**src/rtl/serial_subtractor.sv**
```systemverilog
// Bit-serial subtractor: one bit per clock, LSB first, via a borrow flop.
// Result and flags are published together when the last bit is processed.
module serial_subtractor #(
    parameter int unsigned WIDTH = 32
) (
    input  logic             clk_in,
    input  logic             rst_in,
    input  logic             start_in,
    input  logic [WIDTH-1:0] a_in,
    input  logic [WIDTH-1:0] b_in,
    output logic             busy_out,
    output logic             done_out,
    output logic [WIDTH-1:0] diff_out,
    output logic             borrow_out,
    output logic             zero_out,
    output logic             neg_out,
    output logic             ovf_out
);

    localparam int unsigned CNT_W = (WIDTH > 2) ? $clog2(WIDTH) : 1;

    typedef enum logic [1:0] {
        IDLE,
        RUN,
        DONE
    } state_t;

    state_t             state_q;
    logic [WIDTH-1:0]   a_q;
    logic [WIDTH-1:0]   b_q;
    logic [WIDTH-1:0]   res_q;
    logic               br_q;
    logic [CNT_W-1:0]   cnt_q;
    logic               a_msb_q;
    logic               b_msb_q;
    logic               busy_q;
    logic               done_q;
    logic [WIDTH-1:0]   diff_q;
    logic               borrow_q;
    logic               zero_q;
    logic               neg_q;
    logic               ovf_q;

    logic               bit_d;
    logic               br_d;
    logic [WIDTH-1:0]   res_d;
    logic               last_run;

    always_comb begin
        bit_d    = a_q[0] ^ b_q[0] ^ br_q;
        br_d     = (~a_q[0] & b_q[0]) | (~(a_q[0] ^ b_q[0]) & br_q);
        res_d    = {bit_d, res_q[WIDTH-1:1]};
        last_run = (cnt_q == CNT_W'(WIDTH - 1));
    end

    // Operand MSBs are kept aside because the shift registers lose them.
    always_ff @(posedge clk_in or posedge rst_in) begin
        if (rst_in) begin
            state_q  <= IDLE;
            a_q      <= '0;
            b_q      <= '0;
            res_q    <= '0;
            br_q     <= 1'b0;
            cnt_q    <= '0;
            a_msb_q  <= 1'b0;
            b_msb_q  <= 1'b0;
            busy_q   <= 1'b0;
            done_q   <= 1'b0;
            diff_q   <= '0;
            borrow_q <= 1'b0;
            zero_q   <= 1'b1;
            neg_q    <= 1'b0;
            ovf_q    <= 1'b0;
        end else begin
            case (state_q)
                IDLE, DONE: begin
                    done_q <= 1'b0;
                    if (start_in) begin
                        a_q     <= a_in;
                        b_q     <= b_in;
                        a_msb_q <= a_in[WIDTH-1];
                        b_msb_q <= b_in[WIDTH-1];
                        br_q    <= 1'b0;
                        cnt_q   <= '0;
                        busy_q  <= 1'b1;
                        state_q <= RUN;
                    end else begin
                        state_q <= IDLE;
                    end
                end
                RUN: begin
                    res_q <= res_d;
                    a_q   <= a_q >> 1;
                    b_q   <= b_q >> 1;
                    br_q  <= br_d;
                    cnt_q <= cnt_q + CNT_W'(1);
                    if (last_run) begin
                        diff_q   <= res_d;
                        borrow_q <= br_d;
                        zero_q   <= (res_d == '0);
                        neg_q    <= res_d[WIDTH-1];
                        ovf_q    <= (a_msb_q != b_msb_q) && (res_d[WIDTH-1] != a_msb_q);
                        done_q   <= 1'b1;
                        busy_q   <= 1'b0;
                        state_q  <= DONE;
                    end
                end
                default: begin
                    busy_q  <= 1'b0;
                    done_q  <= 1'b0;
                    state_q <= IDLE;
                end
            endcase
        end
    end

    assign busy_out   = busy_q;
    assign done_out   = done_q;
    assign diff_out   = diff_q;
    assign borrow_out = borrow_q;
    assign zero_out   = zero_q;
    assign neg_out    = neg_q;
    assign ovf_out    = ovf_q;

endmodule

```
**config.mk**
```make
export PLATFORM = sky130hd
export DESIGN_NAME = serial_subtractor
export DESIGN_NICKNAME = d
export VERILOG_FILES = /design/src/rtl/serial_subtractor.sv
export SDC_FILE = /design/constraint.sdc
export NUM_CORES = 1
export LEC_CHECK = 0
export ABC_AREA = 1
export BUFFER_PORTS_ARGS = -buffer_cell sky130_fd_sc_hd__buf_2
export CORE_MARGIN = 2
export CORE_UTILIZATION = 50
export CTS_CLUSTER_DIAMETER = 100
export DETAILED_ROUTE_END_ITERATION = 8
export PLACE_DENSITY_LB_ADDON = 0.05
export REMOVE_ABC_BUFFERS = 1
export SYNTH_ARGS = -nofsm -noshare
export SYNTH_HDL_FRONTEND = slang
export SYNTH_SLANG_ARGS = --single-unit
```
**constraint.sdc**
```tcl
create_clock -name clk_in -period 4.1 [get_ports clk_in]
set_clock_uncertainty 0.1 [all_clocks]
set_input_delay 0.205 -clock clk_in [delete_from_list [all_inputs] [get_ports clk_in]]
set_output_delay 0.205 -clock clk_in [all_outputs]
set_load 0.01 [all_outputs]
```
* Yosys cells after proc, flatten, opt, wreduce, memory -nomap -nowiden
Index checks and enable logic that the tools add are counted.
Cells by class: add/subtract/negate cells 1, eq/ne operators 7, multiplexer cells 16, bitwise logic cells 7, reduce and logical (&&, ||, !) cells 9
Operators by type and width (number):
- $pmux 32 s2 | 2
- $mux 32 | 2
- $logic_not 32->1 | 1
- $pmux 5 s2 | 1
- $reduce_and 2->1 | 4
- $mux 1 | 6
- $add 5x1->5 const B | 1
- $eq 5x5->1 const B | 1
- $mux 5 | 1
- $ne 2x2->1 const B | 2
- $pmux 1 s2 | 2
- $pmux 2 s2 | 1
- $and 1x1->1 | 2
- $eq 2x1->1 const B | 1
- $eq 2x2->1 const B | 1
- $logic_not 2->1 | 1
- $mux 2 | 1
- $ne 1x1->1 | 2
- $not 1->1 | 2
- $reduce_bool 2->1 | 1
- $reduce_or 2->1 | 1
- $xor 1x1->1 | 2
- $logic_and 1x1->1 | 1
- $or 1x1->1 | 1
Word-level totals: register bits 144, input bits 67, output and inout port bits 38, word-level logic and storage cells 55

* Depth between registers and ports, before layout
word-level depth 5, mapped depth 9, depth with buffers taken out 8

* Worst setup path before layout
OpenSTA, ideal clock, no wires.
path type register to register, from reg cnt_q[0], to reg diff_q[20] (netlist: diff_out[20]), library setup time 0.126 ns, arrival time 1.411 ns, data required time 3.874 ns, setup slack 2.463 ns, stages on the path, launching flop included 10, path buffers 2, period minus slack after synthesis 1.637 ns, path through dfrtp_1 -> ha_1 -> nand2_1 -> nor2_1 -> ha_1 -> nand3_1 -> buf_4 -> buf_4 -> nand2_1 -> o21ai_0
Between the ends: word-level cells in the longest chain between the ends 2
Ends and longest elaborated chain:
- from (decl) | line 33 | logic [CNT_W-1:0] cnt_q;
- from (signal assigned) | line 96 | cnt_q <= cnt_q + CNT_W'(1);
- $eq 5x5->1 | line 53 | last_run = (cnt_q == CNT_W'(WIDTH - 1));
- $reduce_and 2->1 (no source line)
- to (signal assigned) | line 98 | diff_q <= res_d;
- to (decl) | line 38 | logic [WIDTH-1:0] diff_q;
Every way passes these cells. A chain may end at the register's enable or synchronous reset.

* Worst setup path in the final report
from reg cnt_q[0], to reg ovf_q (netlist: ovf_out)
Between the ends: word-level cells in the longest chain between the ends 2
Ends and longest elaborated chain:
- $eq 5x5->1 | line 53
- $reduce_and 2->1 (no source line)
- to (signal assigned) | line 102 | ovf_q <= (a_msb_q != b_msb_q) && (res_d[WIDTH-1] != a_msb_q);
- to (decl) | line 42 | logic ovf_q;
Every way passes these cells.

==> summary.md <==
| Metric | Value |
|---|---|
| Pin count of the biggest net entering global routing | 122 |
| Switching Fraction | 0.3538 |
| Clk Tree Root Cell | clkbuf_16 |
| IO Count | 105 |
| Syn Inst Count | 616 |
| GRT Residual Overflow | 0 |
| Worst Max-Slew Pin Slew | 1.063 ns |
| Worst hold path type | in -> reg |
| Initial core utilization | 0.5125 |
| Clock slew at reported path FFs | 0.06 ns |
| Remaining DRCs | 0 |
| Worst slew margin | 0.2910 |
| Fin crit share | 0.5818 |
| Maximum VDD drop | 0.4406 mV |
| WL/cell | 13.62 um |
| Critical R2R Launch | cnt_q[0] |
| Clock power share | 0.247 |
| Finished Core Util | 0.6637 |
| Design Power | 0.005594 W |
| Max Root-Sink Buffers | 2 |
| Worst hold start | start_in |
| P&R area growth vs syn | 29.51% |
| Final GP Congestion | 0.7570 |
| Fmax | 0.4192 GHz |
| Internal | 0.003615 W |
| Seq cells post-synth | 142 |
| Critical Path AT | 2.61 ns |
| Layout cell share with drive strength beyond 1 | 0.1822 |
| Ratio of routed vias to standard cells | 5.072 |
| Setup Fix Bufs, Post-CTS | 0 |
| Distinct cell type count after synthesis | 27 |
| Resize count post-CTS | 0 |
| Flop pwr share | 0.415 |
| Initial drt markers | 308 |
| Global-route wire length before repair | 21930 um |
| Startpoint Class | register |
| Seq. cell area | 3555 um^2 |
| Most frequent cells in the layout | nand2_1, dfrtp_1, buf_2 |
| Comb pwr share | 0.338 |
| Vias in the first global route | 4660 |
| Clk Latency, worst-skew pair | 0.42 ns |
| Pwr per Cell Area | 735.0 nW/um^2 |
| Global Route Usage Sum | 0.2192 |
| RSZ-0062 raised after global routing | no |
| Layout fillers | 946 |
| Commonest non-fill, non-tap cell in the layout | nand2_1 |
| Antenna violations before repair | 0 |
| Routed Antenna Nets | 0 |
| Die Area | 12640 um^2 |
| Total of max-cap violations | 0 |
| Dpl hpwl | 7181 um |
| Total net switching power | 0.001979 W |
| Syn Std Cell Area | 5877 um^2 |
| CTS buffer count | 17 |
| Max-slew violations | 0 |
| Post-synthesis sequential area ratio | 0.6049 |
| Die Y | 112.4 um |
| Synth Area per Inst | 9.540 um^2 |
| Die W | 112.4 um |
| Fin. Hold Viols | 0 |
| CTS tree | done |
| Pre-antenna DRT Iters | 5 |
| Critical setup path kind | reg -> reg |
| Setup-failing EPs final | 0 |
| Pleak | 3.819 nW |
| Core region area | 11470 um^2 |
| Area of the multi-input gates | 1787 um^2 |
| Buffers added on ports | 104 |
| DR vias | 4707 |
| CP max FO | 40 |
| Final #Nets | 842 |
| Setup TNS | 0 ns |
| Ant diodes | 0 |
| Min Tclk post-route | 2.386 ns |
| H-tree depth | 4 |
| Crit path required time | 4.32 ns |
| WL final | 12640 um |
| CP Capture Type | register |
| # clock sinks | 142 |
| Status | completed |
| WHS | 0.1427 ns |
| Row cnt | 39 |
| Worst Setup SP | cnt_q[0] |
| Ys Warns | 0 |
[critical path, cell delays in order (launching register included)]
cell	delay, ns
dfrtp_1	0.39
ha_1	0.19
nand2_1	0.07
nor2_1	0.10
ha_1	0.20
nand3_2	0.53
buf_4	0.45
o31ai_1	0.26
[what timing repair did]
action,in CTS,in global routing
endpoints found under the hold margin,73,0
hold buffers,65,0
setup endpoints to repair,0,0
[state kept, by name (all words and copies together), names as in the netlist, 2 cells and up]
register and cells:
b_q 32, res_q 31, state_q 2, a_q 32, cnt_q 5, diff_out 32
[path summary, 6_finish.rpt]
check	endpoint	slack, ns	cells after the start
worst max-delay path	ovf_out	1.71	7
worst min-delay path	busy_out	0.14	3
worst max register to register	ovf_out	1.71	7
worst min register to register	diff_out[2]	0.37	2
max in group asynchronous	b_q[27]	2.46	4
min in group asynchronous	diff_out[23]	0.50	3
[cells by family (layout without fill, tap and decap cells)]
logic type,after synthesis,in the layout,share of synthesized area
DFF,142,142,0.6049
and+or+nand+nor,221,221,0.1486
buffers and inverters,130,299,0.09198
adders and majority gates,3,3,0.007664
AOI/OAI and AO/OA,120,120,0.1469
[area by class of cell]
class	count	area share
Multi-Input combinational cell	344	0.2348
Clock buffer	31	0.06937
Inverter	95	0.04784
Clock inverter	1	0.0006576
Timing Repair Buffer	172	0.1568
Sequential cell	142	0.4670
Tap cell	143	0.02351
[stage by stage]
stage / cells / worst slack [ns] / instance area, um^2
2_1_floorplan: 581 / -0.01292 / 5695
3_3_place_gp: 831 / 1.791 / 6427
3_5_place_dp: 831 / 1.690 / 6427
4_1_cts: 928 / 1.654 / 7611
5_1_grt: 928 / 1.420 / 7611
6_report: 928 / 1.714 / 7611
[power by group through the flow]
stage | logic (W) | registers [W] | clock network, W
final | 0.00189 | 0.00232 | 0.00138
after global routing | 0.00217 | 0.00240 | 0.00149
after CTS | 0.00191 | 0.00232 | 0.00141
after detailed placement | 0.00185 | 0.00234 | 0
after global placement | 0.00180 | 0.00232 | 0
after floorplan | 0.00126 | 0.00234 | 0
[layer usage]
layer / routed length, um / part of all wire / global-route usage / vias to the layer above
met1: 5622 / 0.44 / 0.2858 / 2236
met3: 623 / 0.049 / 0.06210 / 15
met2: 6201 / 0.49 / 0.3542 / 130
li1: - / - / - / 2326
met5: 0 / 0 / 0 / -
met4: 192 / 0.015 / 0.07886 / 0
[synthesized netlist by cell type]
cell type,n,share of area
nand2_1,181,0.12
dfrtp_1,141,0.60
inv_1,92,0.059
o221ai_1,55,0.082
o21ai_0,42,0.036
nor2_1,24,0.015
buf_2,19,0.016
nand3_1,12,0.010
clkbuf_1,10,0.0064
o21ai_1,6,0.0051
a21oi_1,5,0.0043
buf_4,5,0.0064
o221ai_2,4,0.010
o211ai_1,3,0.0038
o22ai_1,3,0.0032
ha_1,2,0.0043
inv_2,2,0.0013
buf_6,1,0.0019
dfstp_2,1,0.0045
fa_1,1,0.0034
inv_4,1,0.0011
nand2_2,1,0.0011
nand2_4,1,0.0019
nor2_8,1,0.0034
o21bai_1,1,0.0013
o31ai_1,1,0.0013
or2_1,1,0.0011
(Power assumes the default switching activity.)
